File: src/rtl/pia8255_bus_master.sv
// Clocked initiator for 8255-style PIA register cycles with programmable setup/strobe/hold widths.
// Optional port C bit set/reset request path enabled by defining PIA_BSR_EN.
module pia8255_bus_master #(
    parameter int SETUP_CYC  = 1,
    parameter int STROBE_CYC = 3,
    parameter int HOLD_CYC   = 1,
    parameter int CNT_W      = 4
) (
    input  logic       I_CLK,
    input  logic       I_RESET,
    input  logic       I_REQ,
    input  logic       I_REQ_WR,
    input  logic [1:0] I_REQ_A,
    input  logic [7:0] I_REQ_D,
`ifdef PIA_BSR_EN
    input  logic       I_REQ_BSR,
    input  logic [2:0] I_REQ_BIT,
    input  logic       I_REQ_VAL,
`endif
    output logic       O_BUSY,
    output logic       O_DONE,
    output logic [7:0] O_RDATA,
    output logic [1:0] O_A,
    output logic       O_CS,
    output logic       O_RD,
    output logic       O_WR,
    output logic [7:0] O_D,
    output logic       O_DOE,
    output logic [2:0] O_STATE,
    input  logic [7:0] I_D
);

    typedef enum logic [2:0] {
        S_IDLE   = 3'd0,
        S_SETUP  = 3'd1,
        S_STROBE = 3'd2,
        S_HOLD   = 3'd3,
        S_DONE   = 3'd4
    } state_t;

    // Counters load "clocks remaining minus one" so a phase ends when the counter reads zero.
    localparam logic [CNT_W-1:0] C_SETUP_LAST  = (SETUP_CYC  > 0) ? CNT_W'(SETUP_CYC  - 1) : '0;
    localparam logic [CNT_W-1:0] C_STROBE_LAST = (STROBE_CYC > 0) ? CNT_W'(STROBE_CYC - 1) : '0;
    localparam logic [CNT_W-1:0] C_HOLD_LAST   = (HOLD_CYC   > 0) ? CNT_W'(HOLD_CYC   - 1) : '0;

    logic       w_req_wr;
    logic [1:0] w_req_a;
    logic [7:0] w_req_d;

`ifdef PIA_BSR_EN
    // A bit set/reset request is a control-register write carrying the BSR control word.
    assign w_req_wr = I_REQ_BSR | I_REQ_WR;
    assign w_req_a  = I_REQ_BSR ? 2'b11 : I_REQ_A;
    assign w_req_d  = I_REQ_BSR ? {4'b0000, I_REQ_BIT, I_REQ_VAL} : I_REQ_D;
`else
    assign w_req_wr = I_REQ_WR;
    assign w_req_a  = I_REQ_A;
    assign w_req_d  = I_REQ_D;
`endif

    state_t           r_state;
    logic [CNT_W-1:0] r_cnt;
    logic             r_cyc_wr;
    logic             r_busy;
    logic             r_done;
    logic [7:0]       r_rdata;
    logic [1:0]       r_a;
    logic             r_cs;
    logic             r_rd;
    logic             r_wr;
    logic [7:0]       r_d;
    logic             r_doe;

    always_ff @(posedge I_CLK or posedge I_RESET) begin
        if (I_RESET) begin
            r_state  <= S_IDLE;
            r_cnt    <= '0;
            r_cyc_wr <= 1'b0;
            r_busy   <= 1'b0;
            r_done   <= 1'b0;
            r_rdata  <= 8'h00;
            r_a      <= 2'b00;
            r_cs     <= 1'b0;
            r_rd     <= 1'b0;
            r_wr     <= 1'b0;
            r_d      <= 8'h00;
            r_doe    <= 1'b0;
        end else begin
            r_done <= 1'b0;
            case (r_state)
                S_IDLE: begin
                    if (I_REQ) begin
                        r_cyc_wr <= w_req_wr;
                        r_a      <= w_req_a;
                        r_busy   <= 1'b1;
                        r_cs     <= 1'b1;
                        if (w_req_wr) begin
                            r_d   <= w_req_d;
                            r_doe <= 1'b1;
                        end
                        if (SETUP_CYC > 0) begin
                            r_state <= S_SETUP;
                            r_cnt   <= C_SETUP_LAST;
                        end else begin
                            r_state <= S_STROBE;
                            r_cnt   <= C_STROBE_LAST;
                            r_rd    <= ~w_req_wr;
                            r_wr    <= w_req_wr;
                        end
                    end
                end
                S_SETUP: begin
                    if (r_cnt == '0) begin
                        r_state <= S_STROBE;
                        r_cnt   <= C_STROBE_LAST;
                        r_rd    <= ~r_cyc_wr;
                        r_wr    <= r_cyc_wr;
                    end else begin
                        r_cnt <= r_cnt - 1'b1;
                    end
                end
                S_STROBE: begin
                    if (r_cnt == '0) begin
                        r_rd <= 1'b0;
                        r_wr <= 1'b0;
                        // Read data is sampled on the same edge that ends the strobe.
                        if (!r_cyc_wr) begin
                            r_rdata <= I_D;
                        end
                        if (HOLD_CYC > 0) begin
                            r_state <= S_HOLD;
                            r_cnt   <= C_HOLD_LAST;
                        end else begin
                            r_state <= S_DONE;
                            r_cs    <= 1'b0;
                            r_doe   <= 1'b0;
                            r_done  <= 1'b1;
                        end
                    end else begin
                        r_cnt <= r_cnt - 1'b1;
                    end
                end
                S_HOLD: begin
                    if (r_cnt == '0) begin
                        r_state <= S_DONE;
                        r_cs    <= 1'b0;
                        r_doe   <= 1'b0;
                        r_done  <= 1'b1;
                    end else begin
                        r_cnt <= r_cnt - 1'b1;
                    end
                end
                S_DONE: begin
                    // Busy stays high through the done clock so a request there is not taken.
                    r_busy  <= 1'b0;
                    r_state <= S_IDLE;
                end
                default: begin
                    r_state <= S_IDLE;
                end
            endcase
        end
    end

    assign O_BUSY  = r_busy;
    assign O_DONE  = r_done;
    assign O_RDATA = r_rdata;
    assign O_A     = r_a;
    assign O_CS    = r_cs;
    assign O_RD    = r_rd;
    assign O_WR    = r_wr;
    assign O_D     = r_d;
    assign O_DOE   = r_doe;
    assign O_STATE = r_state;

endmodule

File: config.mk
export PLATFORM = sky130hd
export DESIGN_NAME = pia8255_bus_master
export DESIGN_NICKNAME = d
export VERILOG_FILES = /design/src/rtl/pia8255_bus_master.sv
export SDC_FILE = /design/constraint.sdc
export NUM_CORES = 1
export LEC_CHECK = 0
export CELL_PAD_IN_SITES_DETAIL_PLACEMENT = 1
export CELL_PAD_IN_SITES_GLOBAL_PLACEMENT = 1
export CORE_AREA = 3 3 53 91
export DETAILED_ROUTE_END_ITERATION = 12
export DIE_AREA = 0 0 56 94
export PLACE_DENSITY_LB_ADDON = 0.08
export SLEW_MARGIN = 20
export SYNTH_ARGS = -nofsm -noshare
export SYNTH_HDL_FRONTEND = slang
export SYNTH_SLANG_ARGS = --single-unit
File: constraint.sdc
create_clock -name I_CLK -period 1.9 [get_ports I_CLK]
set_input_delay 0.38 -clock I_CLK [delete_from_list [all_inputs] [get_ports I_CLK]]
set_output_delay 0.38 -clock I_CLK [all_outputs]
set_load 0.02 [all_outputs]
* Word-level counts from Yosys, hierarchy flattened
Index checks and enable logic that the tools add are counted.
Storage, ports and cells: bits in registers 32, bits of input ports 22, output and inout bits 27, word-level logic and storage cells 62
Cells by class: $add $sub $neg 1, equal/unequal tests 10, multiplexer cells 23, bitwise logic cells 1, reductions and logical operators 15
Operator list (number):
- $mux 4 | 4
- $pmux 4 s4 | 1
- $reduce_and 3->1 | 5
- $mux 3 | 4
- $ne 2x2->1 const B | 6
- $pmux 3 s4 | 1
- $pmux 1 s2 | 5
- $mux 1 | 8
- $reduce_and 4->1 | 2
- $eq 3x2->1 const B | 2
- $reduce_bool 2->1 | 3
- $logic_not 4->1 | 1
- $reduce_and 2->1 | 2
- $reduce_bool 4->1 | 1
- $sub 4x1->4 const B | 1
- $eq 3x1->1 const B | 1
- $eq 3x3->1 const B | 1
- $logic_not 3->1 | 1
- $not 1->1 | 1

* Logic depth before layout (Yosys ltp)
depth after elaboration 3, gate-level depth with buffers 6, depth with buffers taken out 5

* Worst setup path before layout
No wires, ideal clock.
kind reg-to-reg, start reg r_cnt[0], end reg r_rdata[0], in the netlist O_RDATA[0], setup time 125 ps, arrival time 1470 ps, setup slack 305 ps, stages on the path, launching flop included 6, buffers on the path 0, clock period less this slack 1595 ps, cell sequence dfrtp_1 -> inv_1 -> ha_1 -> nor3b_2 -> nand3_2 -> mux2_2
Between the ends: cells in the longest elaborated chain, start to end 2
RTL lines:
- from (decl) | RTL line 62 | logic [CNT_W-1:0] r_cnt;
- from (signal assigned) | RTL line 119 | r_cnt <= r_cnt - 1'b1;
- from (signal assigned) | RTL line 140 | r_cnt <= r_cnt - 1'b1;
- from (signal assigned) | RTL line 150 | r_cnt <= r_cnt - 1'b1;
- $logic_not 4->1 | RTL line 123 | if (r_cnt == '0) begin
- $reduce_and 3->1 (no source line)
- to (signal assigned) | RTL line 81 | r_rdata <= 8'h00;
- to (signal assigned) | RTL line 128 | r_rdata <= I_D;
- to (decl) | RTL line 66 | logic [7:0] r_rdata;
Every way passes these cells. A chain may end at the register's enable or synchronous reset.

* Worst setup path after layout
start reg r_state[1], in the netlist O_STATE[1], end out O_STATE[1]
RTL lines:
- from (decl) | RTL line 61 | state_t r_state;
- from (signal assigned) | RTL line 76 | r_state <= S_IDLE;
- from (signal assigned) | RTL line 102 | r_state <= S_SETUP;
- from (signal assigned) | RTL line 105 | r_state <= S_STROBE;
- to (decl) | RTL line 29 | output logic [2:0] O_STATE,
No word-level cell between the ends.

==> impl_metrics.json <==
{
  "synth_cells": 108,
  "vias_per_cell": 4.96,
  "cts_setup_buffers": 0,
  "worst-path-buf-inv": 1,
  "crit_path_max_fanout": 7,
  "ys_seq_area_frac": 0.575,
  "antenna_found_initial": 0,
  "drv_cap": 0,
  "pre_cts_ws_ns": 0.132,
  "synth-edff-count": 0,
  "crit_slowest_cell": "clkdlybuf4s50_1",
  "synth_area_leaders": "dfrtp_1, mux2_2, inv_1",
  "yosysWarnings": 0,
  "cp_slowest_stage_delay_ns": 0.66,
  "crit_chain": "clkdlybuf4s50_1",
  "p_leak_nw": 0.889,
  "period_share": 0.945,
  "core-area_mm2": 0.00419,
  "max-vdd-ir-drop_mv": 1.03,
  "synth_top_flop_cell": "dfrtp_1",
  "grt_max_degree": 25,
  "place.gp.congestion": 0.673,
  "initial_utilization": 0.333,
  "synth_compound_area_frac": 0.101,
  "avgSynthCellArea_um2": 12.9,
  "status": "finished clean",
  "rrSetupSlack_ns": 0.10,
  "synth_top_area_cell": "dfrtp_1",
  "post_synth_num_cell_types": 31,
  "fillCellCount": 462,
  "synthMuxAreaShare": 0.153,
  "drive_gt1_frac": 0.232,
  "synth_top_family_by_area": "multiplexers",
  "grt_pass1_vias": 1170,
  "cts_made_buffers": 5,
  "relSlewSlack": 0.731,
  "die_h_um": 94,
  "clk_path_buf_depth": 2,
  "clk_latency_ns": 0.27,
  "ctsResizeCount": 0,
  "tightest_slew_ns": 0.400,
  "port_buffers": 48,
  "syn_area_mm2": 0.00139,
  "drc": 0,
  "hp-class": "input pin to asynchronous set/reset pin",
  "worstSetupStartpointType": "flip-flop",
  "tns_ns": 0,
  "fin_cells": 217,
  "synth_seq_cells": 32,
  "setup_ws_ns": 0.105,
  "wirelength_um": 3420,
  "antenna_left": 0,
  "die_x_um": 56,
  "layout_commonest_cell": "clkdlybuf4s50_1",
  "final_cell_mix": "clkdlybuf4s50_1, dfrtp_1, mux2_2",
  "clkSinkCount": 32,
  "area_delta_synth_final_pct": 48.8,
  "die_area_mm2": 0.00526,
  "fin_nets": 191,
  "fp-row-count": 31,
  "seq_area_um2": 801,
  "routedWlPerCell_um": 15.8,
  "grt_pass1_wl_um": 5570,
  "cp_data_required_time_ns": 1.52,
  "dr.pass1.iters": 3,
  "synth-xor-area-share": 0,
  "track_usage": 0.138,
  "synthAdderAreaFrac": 0.0180,
  "cts_tree": "done",
  "htreeDepth": 2,
  "min_period_ns": 1.80,
  "skew_ns": 0.00232,
  "synth_top_area_share": 0.575,
  "drt_iter0_drc": 10,
  "cts_hold_buf": 0,
  "cts_root_buffer": "clkbuf_8",
  "clkTransAtPathRegs_ns": 0.07,
  "vias": 1076,
  "place_hpwl_um": 2700,
  "cp_top_family": "buffers and inverters",
  "final-max-slew-violation-count": 0,
  "synthSimpleGateAreaFrac": 0.116,
  "fmax_mhz": 557,
  "dp_cells": 209,
  "p_per_area_mw_per_mm2": 1770,
  "finalSetupViolCount": 0,
  "setup.worst_path.end_class": "output pin",
  "synthArstFlopShare": 1.00,
  "pin_count": 49,
  "critPathKind": "flip-flop to output pin",
  "hold_viol_final": 0,
  "grt-ovfl-total": 0,
  "n_antenna_cell": 0,
  "multi_input_area_um2": 541,
  "synth.net_count": 132,
  "arrival_ns": 1.42,
  "grt_setup_unrepaired": "false"
}
## kinds of logic (layout without fill, tap and decap cells)
group                      after synthesis  after routing
AOI/OAI and AO/OA                       20             20
DFF                                     32             32
buffers and inverters                   11             71
and+or+nand+nor                         24             24
muxes                                   19             19
adders and majority gates                2              2
## flip-flops by register name, indices dropped and copies added (netlist names), 2 cells and up
name and flops:
O_STATE 3, O_RDATA 8, r_cnt 4, O_A 2
O_D 8
## stage by stage
stage	power [W]	area, µm²	hold slack, ns	util
after global routing	0.00392	2070	0.410	0.495
after global placement	0.00309	1980	0.484	0.473
after CTS	0.00373	2070	0.394	0.495
after floorplan	0.00230	1390	0.496	-
after detailed placement	0.00317	1980	0.493	0.473
final	0.00366	2070	0.389	0.495
## path summary, 6_finish.rpt
kind | end | cells past startpoint | start
max | O_STATE[1] | 1 | O_STATE[1]$_DFFE_PP0P_
max reg2reg | r_cnt[1]$_DFFE_PP0P_ | 6 | r_cnt[0]$_DFFE_PP0P_
min | O_D[1]$_DFFE_PP0P_ | 2 | I_RESET
min reg2reg | O_DOE$_DFFE_PP0P_ | 2 | O_DOE$_DFFE_PP0P_
min in group I_CLK | O_DOE$_DFFE_PP0P_ | 2 | O_DOE$_DFFE_PP0P_
max in group asynchronous | O_A[1]$_DFFE_PP0P_ | 3 | I_RESET
## synthesized netlist by cell type (all sizes together), types with 3 or more instances
cell type  number
buf             4
o21ai           4
nand2           5
nor3b           3
inv             7
nor2            3
a21oi           4
nand3           6
dfrtp          32
mux2           18
## power breakdown
part	internal [W]	switching, W
clock	0.000289	0.000246
sequential	0.00101	0.000227
combinational	0.000971	0.000920
total	0.00227	0.00139
## per-layer routing
layer | GRT usage | vias up | part of all wire
li1 | - | 504 | -
met1 | 0.138 | 539 | 0.36
met2 | 0.254 | 31 | 0.57
met3 | 0.0468 | 2 | 0.062
met4 | 0.0594 | 0 | 0.0070
met5 | 0 | - | 0
## area by class of cell
type	count	area share
clock buffers	6	0.0398
clock inverters	2	0.00483
inverters	7	0.0127
multi-input cells	65	0.261
flip-flops and latches	32	0.386
well taps	49	0.0296
repair buffers	56	0.267
Note: power is estimated with default switching activity, not from simulation.
